==> config.mk <==
export PLATFORM = sky130hd
export DESIGN_NAME = regfile_wb_arbiter
export DESIGN_NICKNAME = d
export VERILOG_FILES = /design/src/rtl/regfile_wb_arbiter.sv
export SDC_FILE = /design/constraint.sdc
export NUM_CORES = 1
export LEC_CHECK = 0
export ABC_CLOCK_PERIOD_IN_PS = 3600
export BUFFER_PORTS_ARGS = -buffer_cell sky130_fd_sc_hd__buf_2
export CORE_AREA = 2 2 82 84
export CTS_BUF_LIST = sky130_fd_sc_hd__clkbuf_4 sky130_fd_sc_hd__clkbuf_8 sky130_fd_sc_hd__clkbuf_16
export DETAILED_ROUTE_END_ITERATION = 12
export DIE_AREA = 0 0 84 86
export GPL_ROUTABILITY_DRIVEN = 0
export SLEW_MARGIN = 5
export SYNTH_ARGS = -nofsm -noshare
export SYNTH_HDL_FRONTEND = slang
export SYNTH_SLANG_ARGS = --single-unit
==> constraint.sdc <==
create_clock -name clk -period 3.6 [get_ports clk]
set_input_delay 0.72 -clock clk [delete_from_list [all_inputs] [get_ports clk]]
set_output_delay 0.72 -clock clk [all_outputs]
set_load 0.03 [all_outputs]
==> src/rtl/regfile_wb_arbiter.sv <==
// Write-side controller for the 8 x 16 register file: arbitrates ALU and load
// writebacks onto the single write port and tracks in-flight producers.
module regfile_wb_arbiter #(
  parameter int unsigned STARVE_MAX = 3
) (
  input  logic        clk,
  input  logic        rst_n,
  input  logic        alu_valid,
  input  logic [2:0]  alu_tgt,
  input  logic [15:0] alu_data,
  output logic        alu_ready,
  input  logic        mem_valid,
  input  logic [2:0]  mem_tgt,
  input  logic [15:0] mem_data,
  output logic        mem_ready,
  input  logic        iss_valid,
  input  logic [2:0]  iss_tgt,
  output logic        we_reg,
  output logic [2:0]  tgt,
  output logic [15:0] write_data,
  output logic [7:0]  busy_mask
);

  localparam int unsigned TGT_W  = 3;
  localparam int unsigned DATA_W = 16;
  localparam int unsigned NREG   = 8;
  localparam int unsigned CNT_W  = 4;

  logic [CNT_W-1:0]  cnt_q;
  logic [CNT_W-1:0]  cnt_d;
  logic              boost;
  logic              alu_acc;
  logic              mem_acc;
  logic              acc;
  logic [TGT_W-1:0]  win_tgt;
  logic [DATA_W-1:0] win_data;
  logic              we_d;
  logic [TGT_W-1:0]  tgt_d;
  logic [DATA_W-1:0] data_d;
  logic [NREG-1:0]   busy_d;

  // Arbitration: memory wins by default, ALU wins once it has been starved.
  always_comb begin
    boost     = (cnt_q == CNT_W'(STARVE_MAX));
    mem_ready = ~(alu_valid & boost);
    alu_ready = ~mem_valid | boost;
    mem_acc   = mem_valid & mem_ready;
    alu_acc   = alu_valid & alu_ready;
    acc       = mem_acc | alu_acc;
    win_tgt   = mem_acc ? mem_tgt  : alu_tgt;
    win_data  = mem_acc ? mem_data : alu_data;
  end

  // Next state for the write port, starvation counter and scoreboard.
  always_comb begin
    cnt_d  = cnt_q;
    we_d   = 1'b0;
    tgt_d  = tgt;
    data_d = write_data;
    busy_d = '0;

    if (acc) begin
      tgt_d  = win_tgt;
      data_d = win_data;
      we_d   = (win_tgt != '0);
    end

    if (alu_valid & mem_valid & ~boost) begin
      cnt_d = cnt_q + CNT_W'(1);
    end else if (alu_acc | ~alu_valid) begin
      cnt_d = '0;
    end

    // A new issue supersedes a retiring producer to the same register.
    for (int unsigned i = 1; i < NREG; i++) begin
      busy_d[i] = (iss_valid & (iss_tgt == TGT_W'(i)))
                | (busy_mask[i] & ~(acc & (win_tgt == TGT_W'(i))));
    end
  end

  always_ff @(posedge clk or negedge rst_n) begin
    if (!rst_n) begin
      cnt_q      <= '0;
      we_reg     <= 1'b0;
      tgt        <= '0;
      write_data <= '0;
      busy_mask  <= '0;
    end else begin
      cnt_q      <= cnt_d;
      we_reg     <= we_d;
      tgt        <= tgt_d;
      write_data <= data_d;
      busy_mask  <= busy_d;
    end
  end

endmodule

==> summary.md, run 1 <==
| Metric | Value |
|---|---|
| Status | complete, no violations |
| Max Freq | 467 MHz |
| Die ar. | 7220 um2 |
| Top cells by area, synth | dfrtp_1 50%, a22o_1 9.1%, a21o_1 7.8%, nand2_1 2.9%, nor2b_1 2.8% |
| Antenna violations before repair | 0 |
| Leakage power | 1.08 nW |
| Crit path cell chain | ha_1 -> nand4bb_1 -> buf_2 |
| Reg with most FFs | write_data |
| Initial Util | 0.246 |
| Buffer and inverter count on the worst path | 1 |
| Setup crit end kind | output pin |
| Final instance area | 2060 um2 |
| Core region area | 6280 um2 |
| Post-Syn Nets | 192 |
| Worst vdd ir | 0.000168 V |
| Clock skew | 0.00301 ns |
| Crit path kind | flip-flop to output pin |
| Initial DRT Pass Iterations | 4 |
| H-tree Lvls | 2 |
| Sink Count | 31 |
| Layout cells sized above 1 | 0.400 |
| Synth top area share | 0.502 |
| Crit path arrival time | 1.42 ns |
| Vias in the first global route | 1341 |
| DR WL/cell | 13.4 um |
| Final Hold Fails | 0 |
| Max cap viols | 0 |
| CTS max path bufs | 2 |
| Drt drc | 0 |
| Final Hold Slack | 0.468 ns |
| I/O Buffers | 74 |
| Mux contribution to synthesized area | 0.0429 |
| Power per cell area | 442 nW/um2 |
| Ys async rst share | 1.00 |
| Resize count post-CTS | 0 |
| CTS Root Cell | clkbuf_8 |
| Post-DP HPWL | 2.94 mm |
| Post-synthesis cell area | 1540 um2 |
| Clk Latency, worst-skew pair | 0.27 ns |
| Num rows | 29 |
| Register area share after synthesis | 0.502 |
| Vias | 1364 |
| Main combinational cell family by area after synthesis | compound AO/OA/AOI/OAI gates |
| Delay-heaviest family, CP | flip-flops |
| Max-slew headroom | 0.531 |
| Leading area contributor after synthesis | dfrtp_1 |
| Height of the chip | 86 um |
| Total Wirelength | 3.97 mm |
| Least-Margin Pin Slew | 0.704 ns |
| Post-CTS Hold Fix Bufs | 0 |
| Period utilisation layout | 0.594 |
| Clk slew on worst S/H paths | 0.06 ns |
| Hold Path Class | flip-flop to flip-flop |
| Vias per cell | 4.59 |
| Clock period minus worst slack | 2.14 ns |
| Req. time, crit path | 2.88 ns |
| RSZ-0062 raised after global routing | no |
| Placed cell areas | 1970 um2 |
| Post-synth EDFFs | 0 |
| Post-placement setup slack | 1.26 ns |
| Synth Area in XOR/XNOR | 0.0113 |
| Ant diodes | 0 |
| Crit-path max FO | 6 |
| Die W | 84 um |
| Type of origin of the critical path | flip-flop |
| CTS tree | done |
| Largest net degree at the start of global routing | 32 |
| Avg Cell Area, Syn | 10.6 um2 |
| Max reg flops | 16 |
| Count of different cell masters after synthesis | 34 |
| YS warnings | 0 |
| Area Growth Syn to Fin | 33.3% |
| DR iter-0 viols | 79 |
| Total Power | 0.000910 W |
| Final setup TNS | 0 ns |
| Global Route Usage Sum | 0.113 |
| Largest regs | write_data x16, busy_mask x7, cnt_q x4 |
| Worst setup margin | 1.46 ns |
| Final #Nets | 266 |
| # setup viols final | 0 |
| First-pass GRT wire length | 6.44 mm |
| CP max stage cell | dfrtp_1 |
| Mapped Cells | 145 |
| Post CTS Setup Buffer Count | 0 |
| Cts bufs inserted | 5 |
| Critical Path Max Stage Delay | 0.40 ns |
| Synth Area in Compound Gates | 0.227 |
| Total grt overflow | 0 |
| Final ANT Viol Nets | 0 |
| Ys flop type | dfrtp_1 |
| #FFs+latches synth | 31 |
| Simple-gate area share of the yosys netlist | 0.168 |
| Adder-cell share of the synthesized area | 0.00810 |
| Slew Viols, Final | 0 |
| Io pins | 76 |
## metal layers
| layer | wire length, um | global-route usage | vias to the layer above |
|---|---|---|---|
| met5 | 0 | 0 | - |
| met3 | 199 | 0.0327 | 2 |
| met2 | 1930 | 0.191 | 44 |
| met4 | 15 | 0.0308 | 0 |
| met1 | 1820 | 0.140 | 643 |
| li1 | - | - | 675 |
## stage by stage
stage,util,instances
2_1_floorplan,-,145
3_3_place_gp,0.314,289
3_5_place_dp,0.314,289
4_1_cts,0.328,297
5_1_grt,0.328,297
6_report,0.328,297
## power by group
part           switching [W]  total, W  internal, W
clock               0.000124  0.000274     0.000151
combinational       0.000146  0.000232    0.0000867
sequential         0.0000192  0.000403     0.000384
total               0.000289  0.000910     0.000621
## area by class of cell
class | instances | area (um2)
clock inverter | 1 | 5.00
tap | 77 | 96.3
fill | 651 | 4220
inverter | 2 | 7.51
multi-input combinational | 104 | 712
clock buffer | 7 | 83.8
sequential | 31 | 776
timing repair buffer | 75 | 378
## Yosys cell counts (2+ instances only)
cell	number
a211o_1	2
a21o_1	16
a22o_1	16
a32o_1	3
and3_1	4
buf_2	2
buf_6	2
clkbuf_1	3
dfrtp_1	31
inv_1	2
mux2i_1	4
nand2_1	12
nand3_1	8
nand4_1	2
nor2_1	10
nor2b_1	7
o21ai_0	4
## cell usage in the layout (no fill, tap or decap), drive strengths merged
cell type / count
a31oi: 1
nand4bb: 1
mux2: 2
nor3: 1
dfrtp: 31
clkinv: 1
xnor2: 1
a22o: 16
o211ai: 1
nand2: 12
and3: 4
nand3: 8
inv: 2
buf: 75
nand3b: 1
mux2i: 4
xor2: 1
ha: 1
nor2b: 7
conb: 1
a21o: 16
clkbuf: 7
a211o: 2
nor2: 11
a32o: 3
o21ai: 4
and2: 2
nand4: 2
nor4bb: 1
a41oi: 1
## cells by family (layout without fill, tap and decap cells)
kind of cell    Yosys count  count (layout)
compound gates           44              44
xor+xnor                  2               2
fa+ha+maj                 1               1
buf+inv                  10              85
flops                    31              31
mux                       6               6
other cells               1               1
simple gates             50              50
## final timing paths
| kind | start | endpoint | slack, ns | depth (start not counted) |
|---|---|---|---|---|
| max | cnt_q[0]$_DFFE_PN0P_ | mem_ready | 1.46 | 3 |
| min reg2reg | cnt_q[0]$_DFFE_PN0P_ | cnt_q[0]$_DFFE_PN0P_ | 0.47 | 1 |
| min in group asynchronous | rst_n | busy_mask[5]$_DFF_PN0_ | 0.49 | 1 |
| min | cnt_q[0]$_DFFE_PN0P_ | cnt_q[0]$_DFFE_PN0P_ | 0.47 | 1 |
| max in group asynchronous | rst_n | write_data[8]$_DFFE_PN0P_ | 2.65 | 1 |
| max reg2reg | cnt_q[0]$_DFFE_PN0P_ | write_data[7]$_DFFE_PN0P_ | 1.58 | 5 |
Note: power is estimated with default switching activity, not from simulation.
==> run 2, diff against run 1 <==
ABC_AREA = 1   (was not set)
ABC_CLOCK_PERIOD_IN_PS = 2100   (was 3600)
CORE_AREA = 2 2 83 85   (was 2 2 82 84)
DIE_AREA = 0 0 85 87   (was 0 0 84 86)
clock period = 2.1 ns   (was 3.6 ns; I/O delays follow)
==> run 2 against run 1 <==
First-iteration DRC count decreased by 52%. Global-route usage increased by 0.71 points. Flip-flop and latch count unchanged. Synthesized cell count increased by 37%. Largest power group unchanged.
==> summary.md, run 2 <==
| Metric | Value |
|---|---|
| Logic pwr share | 0.246 (-0.009) |
| Leading area contributor after synthesis | dfrtp_1 |
| Largest net degree at the start of global routing | 32 (unchanged) |
| Power per cell area | 787 nW/um2 (+78%) |
| CP max stage cell | dfrtp_1 |
| Num rows | 30 (+3.4%) |
| Height of the chip | 87 um (+1.2%) |
| FF-to-FF Start | cnt_q[0]$_DFFE_PN0P_ |
| Mapped Cells | 199 (+37%) |
| Crit path kind | flip-flop to output pin |
| Initial Util | 0.241 (-0.00463) |
| Least-Margin Pin Slew | 0.708 ns (+0.00442 ns) |
| Max-slew headroom | 0.528 (-0.00295) |
| Critical Path Max Stage Delay | 0.37 ns (-0.03 ns) |
| Register area share after synthesis | 0.489 (-0.0131) |
| Cts bufs inserted | 5 (unchanged) |
| Final Hold Fails | 0 (unchanged) |
| Vias in the first global route | 1520 (+13%) |
| Setup crit start | cnt_q[0]$_DFFE_PN0P_ |
| YS warnings | 0 (unchanged) |
| Final instance area | 2140 um2 (+3.8%) |
| RR Endpoint | busy_mask[1]$_DFF_PN0_ |
| Status | complete, no violations |
| Initial DRT Pass Iterations | 5 (+1) |
| Slew Viols, Final | 0 (unchanged) |
| First-pass GRT wire length | 6.95 mm (+7.9%) |
| Type of origin of the critical path | flip-flop |
| Worst vdd ir | 0.000232 V (+38%) |
| Area Growth Syn to Fin | 34.7% |
| Req. time, crit path | 1.68 ns (-1.20 ns) |
| Max reg flops | 16 (unchanged) |
| Leakage power | 1.15 nW (+7.0%) |
| Top cells by area, synth | dfrtp_1 49%, nand3_1 17%, nand2_1 14%, inv_1 2.8%, nor2_1 2.8% |
| Max cap viols | 0 (unchanged) |
| Period utilisation layout | 0.907 |
| Clock skew | 0.00473 ns (+0.00172 ns) |
| Final Hold Slack | 0.190 ns (-0.278 ns) |
| Drt drc | 0 (unchanged) |
| Global Route Usage Sum | 0.120 (+0.00711) |
| Clock period minus worst slack | 1.90 ns |
| Crit path arrival time | 1.48 ns (+0.06 ns) |
| Internal power | 0.00115 W (+86%) |
| Vias | 1544 (+13%) |
| Top post-synthesis cells by count | 60 x nand2_1, 53 x nand3_1, 31 x dfrtp_1 |
| Core region area | 6570 um2 (+4.6%) |
| Count of different cell masters after synthesis | 21 (-38%) |
| Hold Path Class | primary input to asynchronous set/reset pin |
| Max Freq | 525 MHz |
| Resize count post-CTS | 0 (unchanged) |
| CTS Root Cell | clkbuf_8 |
| Seq pwr share | 0.414 (-0.029) |
| Total Power | 0.00168 W (+85%) |
| Most frequent cells in the layout | 74 x buf_2, 60 x nand2_1, 53 x nand3_1 |
| CP endpoint | mem_ready |
| Ys async rst share | 1.00 (unchanged) |
| # setup viols final | 0 (unchanged) |
| CTS max path bufs | 2 (unchanged) |
| Post CTS Setup Buffer Count | 0 (unchanged) |
| Post-Syn Nets | 246 (+28%) |
| Antenna violations before repair | 0 (unchanged) |
| Die ar. | 7400 um2 (+2.4%) |
| Total grt overflow | 0 (unchanged) |
| Total Wirelength | 4.20 mm (+5.9%) |
| Final #Nets | 321 (+21%) |
| Layout cells sized above 1 | 0.358 (-0.0423) |
| Post-DP HPWL | 3.25 mm (+10%) |
| Register area | 776 um2 (unchanged) |
| RSZ-0062 raised after global routing | no |
| Die W | 85 um (+1.2%) |
| Io pins | 76 (unchanged) |
| Count leader, synth | nand2_1 |
| Clk Latency, worst-skew pair | 0.27 ns (about the same) |
| Ant diodes | 0 (unchanged) |
| Largest regs | write_data x16, busy_mask x7, cnt_q x4 |
| Placed cell areas | 2030 um2 (+3.0%) |
| Power share of the clock group | 0.340 (+0.038) |
| Crit path cell chain | ha_1 -> nand3_4 -> buf_2 |
| #FFs+latches synth | 31 (unchanged) |
| Clk slew on worst S/H paths | 0.07 ns (about the same) |
| Reg2Reg Depth | 9 (+4) |
| Final setup TNS | 0 ns (unchanged) |
| CTS tree | done |
| Vias per cell | 4.36 (-5.0%) |
| Post-CTS Hold Fix Bufs | 0 (unchanged) |
| Filler cells | 716 (+10%) |
| Switch share | 0.313 (-0.00409) |
| Setup crit end kind | output pin |
| Area occupied by multi-input gates | 701 um2 (-1.6%) |
| Post-synth EDFFs | 0 (unchanged) |
| DR WL/cell | 11.9 um (-11%) |
| Final ANT Viol Nets | 0 (unchanged) |
| Sink Count | 31 (unchanged) |
| Avg Cell Area, Syn | 7.97 um2 (-25%) |
| Psw | 0.000527 W (+82%) |
| Commonest non-fill, non-tap cell in the layout | buf_2 |
| H-tree Lvls | 2 (unchanged) |
| Reg with most FFs | write_data |
| Post-synthesis cell area | 1590 um2 (+2.7%) |
| Reg2Reg Setup Slack | 0.28 ns (-1.30 ns) |
| Crit-path max FO | 24 (+18) |
| Synth top area share | 0.489 (-0.0131) |
| I/O Buffers | 74 (unchanged) |
| Ys flop type | dfrtp_1 |
| DR iter-0 viols | 38 (-52%) |
## run 2: stage by stage
| stage | worst slack (ns) | cells | utilization |
|---|---|---|---|
| floorplan | 0.538 | 199 | - |
| global placement | 0.371 | 347 | 0.309 |
| detailed placement | 0.292 | 347 | 0.309 |
| CTS | 0.187 | 354 | 0.325 |
| global route | 0.106 | 354 | 0.325 |
| finish | 0.196 | 354 | 0.325 |
## run 2: worst max-delay path, delay by kind of cell, from the launching register on
kind                     cells  cell delay [ns]
adder cells (fa/ha/maj)      1             0.26
buffers and inverters        1             0.29
AND/OR/NAND/NOR              1             0.29
flip-flops                   1             0.37
## run 2: worst min-delay path by stage
stage / start / end / slack, ns
final: rst_n / we_reg$_DFF_PN0_ / 0.19
after global routing: rst_n / busy_mask[7]$_DFF_PN0_ / 0.26
after CTS: rst_n / busy_mask[1]$_DFF_PN0_ / 0.21
after detailed placement: cnt_q[0]$_DFFE_PN0P_ / cnt_q[0]$_DFFE_PN0P_ / 0.46
after global placement: cnt_q[0]$_DFFE_PN0P_ / cnt_q[0]$_DFFE_PN0P_ / 0.44
after floorplan: rst_n / busy_mask[1]$_DFF_PN0_ / 0.12
## run 2: power groups by stage
stage	Sequential [W]	Combinational [W]	Clock (W)
2_1_floorplan	0.000837	0.000132	0
3_3_place_gp	0.000708	0.000415	0
3_5_place_dp	0.000708	0.000419	0
4_1_cts	0.000697	0.000420	0.000591
5_1_grt	0.000705	0.000457	0.000616
6_report	0.000697	0.000414	0.000572
## run 2: cells by family after synthesis
kind of cell | Yosys count | share of synthesized area
and+or+nand+nor | 139 | 0.415
DFF | 31 | 0.489
buffers and inverters | 23 | 0.0702
AOI/OAI and AO/OA | 3 | 0.00947
xor gates and xnor gates | 1 | 0.00553
adders and majority gates | 1 | 0.00789
other | 1 | 0.00237
## run 2: final cells by class
class                      instances  share of cell area
timing repair buffer              79               0.191
clock inverter                     1              0.0141
inverter                          12              0.0211
tap                               80              0.0469
clock buffer                       6              0.0357
multi-input combinational        145               0.328
sequential                        31               0.363
## run 2: layer usage
metal / track usage / up-vias / wire length, um
met4: 0.0433 / 0 / 63
met2: 0.183 / 57 / 1840
met1: 0.153 / 694 / 1880
met5: 0 / - / 0
li1: - / 786 / -
met3: 0.0483 / 7 / 418
==> run 3, diff against run 2 <==
RECOVER_POWER = 100   (was not set)
==> run 3 against run 2 <==
The run now ends with capacitance limit, slew limit left. Clock skew hardly changed. Worst setup slack worse by 0.0041 ns. Die area stayed put. Largest cell class unchanged.
==> summary.md, run 3 (synthesized netlist as in run 2, its figures left out) <==
| Metric | Value |
|---|---|
| Status | finished with violations |
| Violations in the final reports | capacitance limit, slew limit |
| Vias | 1533 (-0.71%) |
| Req. time, crit path | 1.68 ns (about the same) |
| Post-DP HPWL | 3.25 mm (unchanged) |
| Largest net degree at the start of global routing | 32 (unchanged) |
| CTS max path bufs | 2 (unchanged) |
| Height of the chip | 87 um (unchanged) |
| Ant diodes | 0 (unchanged) |
| Placed Cells | 347 (unchanged) |
| Initial DRT Pass Iterations | 6 (+1) |
| Vias per cell | 4.33 (-0.71%) |
| Drt drc | 0 (unchanged) |
| # setup viols final | 0 (unchanged) |
| CTS tree | done |
| RSZ-0062 raised after global routing | no |
| Post CTS Setup Buffer Count | 0 (unchanged) |
| Vias in the first global route | 1520 (unchanged) |
| Post-Layout Cell Count | 354 (unchanged) |
| Io pins | 76 (unchanged) |
| Cts bufs inserted | 5 (unchanged) |
| Largest regs | write_data x16, busy_mask x7, cnt_q x4 |
| DR iter-0 viols | 49 (+29%) |
| Final #Nets | 321 (unchanged) |
| H-tree Lvls | 2 (unchanged) |
| Sink Count | 31 (unchanged) |
| Clock period minus worst slack | 1.91 ns (+0.00409 ns) |
| Global Route Usage Sum | 0.120 (unchanged) |
| Total grt overflow | 0 (unchanged) |
| Filler cells | 716 (unchanged) |
| Finished Core Util | 0.319 (-0.00610) |
| Leakage power | 1.06 nW (-7.8%) |
| Clock skew | 0.00461 ns (-0.000122 ns) |
| Least-Margin Pin Slew | 1.69 ns (+0.979 ns) |
| Crit path arrival time | 1.49 ns (about the same) |
| Num rows | 30 (unchanged) |
| Crit path kind | flip-flop to output pin |
| Clk slew on worst S/H paths | 0.06 ns (about the same) |
| Final setup TNS | 0 ns (unchanged) |
| I/O Buffers | 74 (unchanged) |
| Max cap viols | 1 (+1) |
| Total Wirelength | 4.22 mm (+0.55%) |
| Reg with most FFs | write_data |
| Final ANT Viol Nets | 0 (unchanged) |
| Crit-path max FO | 24 (unchanged) |
| Initial Util | 0.241 (unchanged) |
| Core region area | 6570 um2 (unchanged) |
| Final Hold Fails | 0 (unchanged) |
| Area Growth Syn to Fin | 32.2% |
| Max-slew headroom | -0.125 (-0.653) |
| Most frequent cells in the layout | 60 x nand2_1, 53 x nand3_1, 44 x buf_2 |
| Worst vdd ir | 0.000241 V (+4.1%) |
| Clk Latency, worst-skew pair | 0.27 ns (about the same) |
| Post-CTS Hold Fix Bufs | 0 (unchanged) |
| Hold Path Class | primary input to flip-flop |
| DR WL/cell | 11.9 um (+0.55%) |
| Power per cell area | 794 nW/um2 (+0.88%) |
| Period utilisation layout | 0.909 (+0.00195) |
| Antenna violations before repair | 0 (unchanged) |
| Setup crit end kind | output pin |
| Type of origin of the critical path | flip-flop |
| CTS Root Cell | clkbuf_8 |
| Layout cells sized above 1 | 0.248 (-0.109) |
| First-pass GRT wire length | 6.95 mm (unchanged) |
| Resize count post-CTS | 0 (unchanged) |
| Slew Viols, Final | 32 (+32) |
| Max Freq | 524 MHz (-0.21%) |
| Commonest non-fill, non-tap cell in the layout | nand2_1 |
| Max reg flops | 16 (unchanged) |
| Die ar. | 7400 um2 (unchanged) |
| Die W | 85 um (unchanged) |
==> run 3: changes by cell type in the layout (fill, tap and decap cells not counted) <==
| cell | before | now |
|---|---|---|
| buf_4 | 5 | 4 |
| clkbuf_2 | 0 | 1 |
| buf_2 | 74 | 44 |
| clkbuf_1 | 0 | 30 |
==> run 3: final cells by class <==
class / instances / area, um2 / area share
repair buffers: 79 / 368 / 0.176
multi-input cells: 145 / 701 / 0.334
clock inverters: 1 / 30.0 / 0.0143
clock buffers: 6 / 76.3 / 0.0364
inverters: 12 / 45.0 / 0.0215
well taps: 80 / 100 / 0.0478
flip-flops and latches: 31 / 776 / 0.370
==> run 3: stage by stage <==
step / hold WS, ns / cell area (um2) / total power [W] / setup WS, ns
2_1_floorplan: 0.124 / 1590 / 0.000969 / 0.538
3_3_place_gp: 0.444 / 2030 / 0.00112 / 0.371
3_5_place_dp: 0.460 / 2030 / 0.00113 / 0.292
4_1_cts: 0.215 / 2140 / 0.00171 / 0.187
5_1_grt: 0.385 / 2100 / 0.00176 / 0.0763
6_report: 0.384 / 2100 / 0.00166 / 0.192
==> run 3: path summary, 6_finish.rpt <==
path                                      startpoint                    endpoint  slack, ns  depth (start not counted)
min in group asynchronous                      rst_n            we_reg$_DFF_PN0_       0.57                          1
worst min register to register  cnt_q[0]$_DFFE_PN0P_        cnt_q[0]$_DFFE_PN0P_       0.47                          1
worst max-delay path            cnt_q[0]$_DFFE_PN0P_                   mem_ready       0.19                          3
worst max register to register  cnt_q[0]$_DFFE_PN0P_      busy_mask[1]$_DFF_PN0_       0.28                          9
max in group asynchronous                      rst_n  write_data[13]$_DFFE_PN0P_       0.55                          1
worst min-delay path                    alu_data[13]  write_data[13]$_DFFE_PN0P_       0.38                          3
==> run 3: critical path, stage by stage, from the launching register on <==
cell      delay, ns
dfrtp_1        0.40
ha_1           0.27
nand3_4        0.28
clkbuf_2       0.27
==> run 3: power by group <==
| group | switching (W) | internal [W] |
|---|---|---|
| clock network | 0.000212 | 0.000360 |
| registers | 0.0000357 | 0.000663 |
| logic | 0.000283 | 0.000111 |
==> run 3: layer usage <==
layer,global-route usage,vias to the layer above,routed length (um)
li1,-,787,-
met1,0.153,688,1930
met2,0.183,51,1820
met3,0.0483,7,414
met4,0.0433,0,63
met5,0,-,0
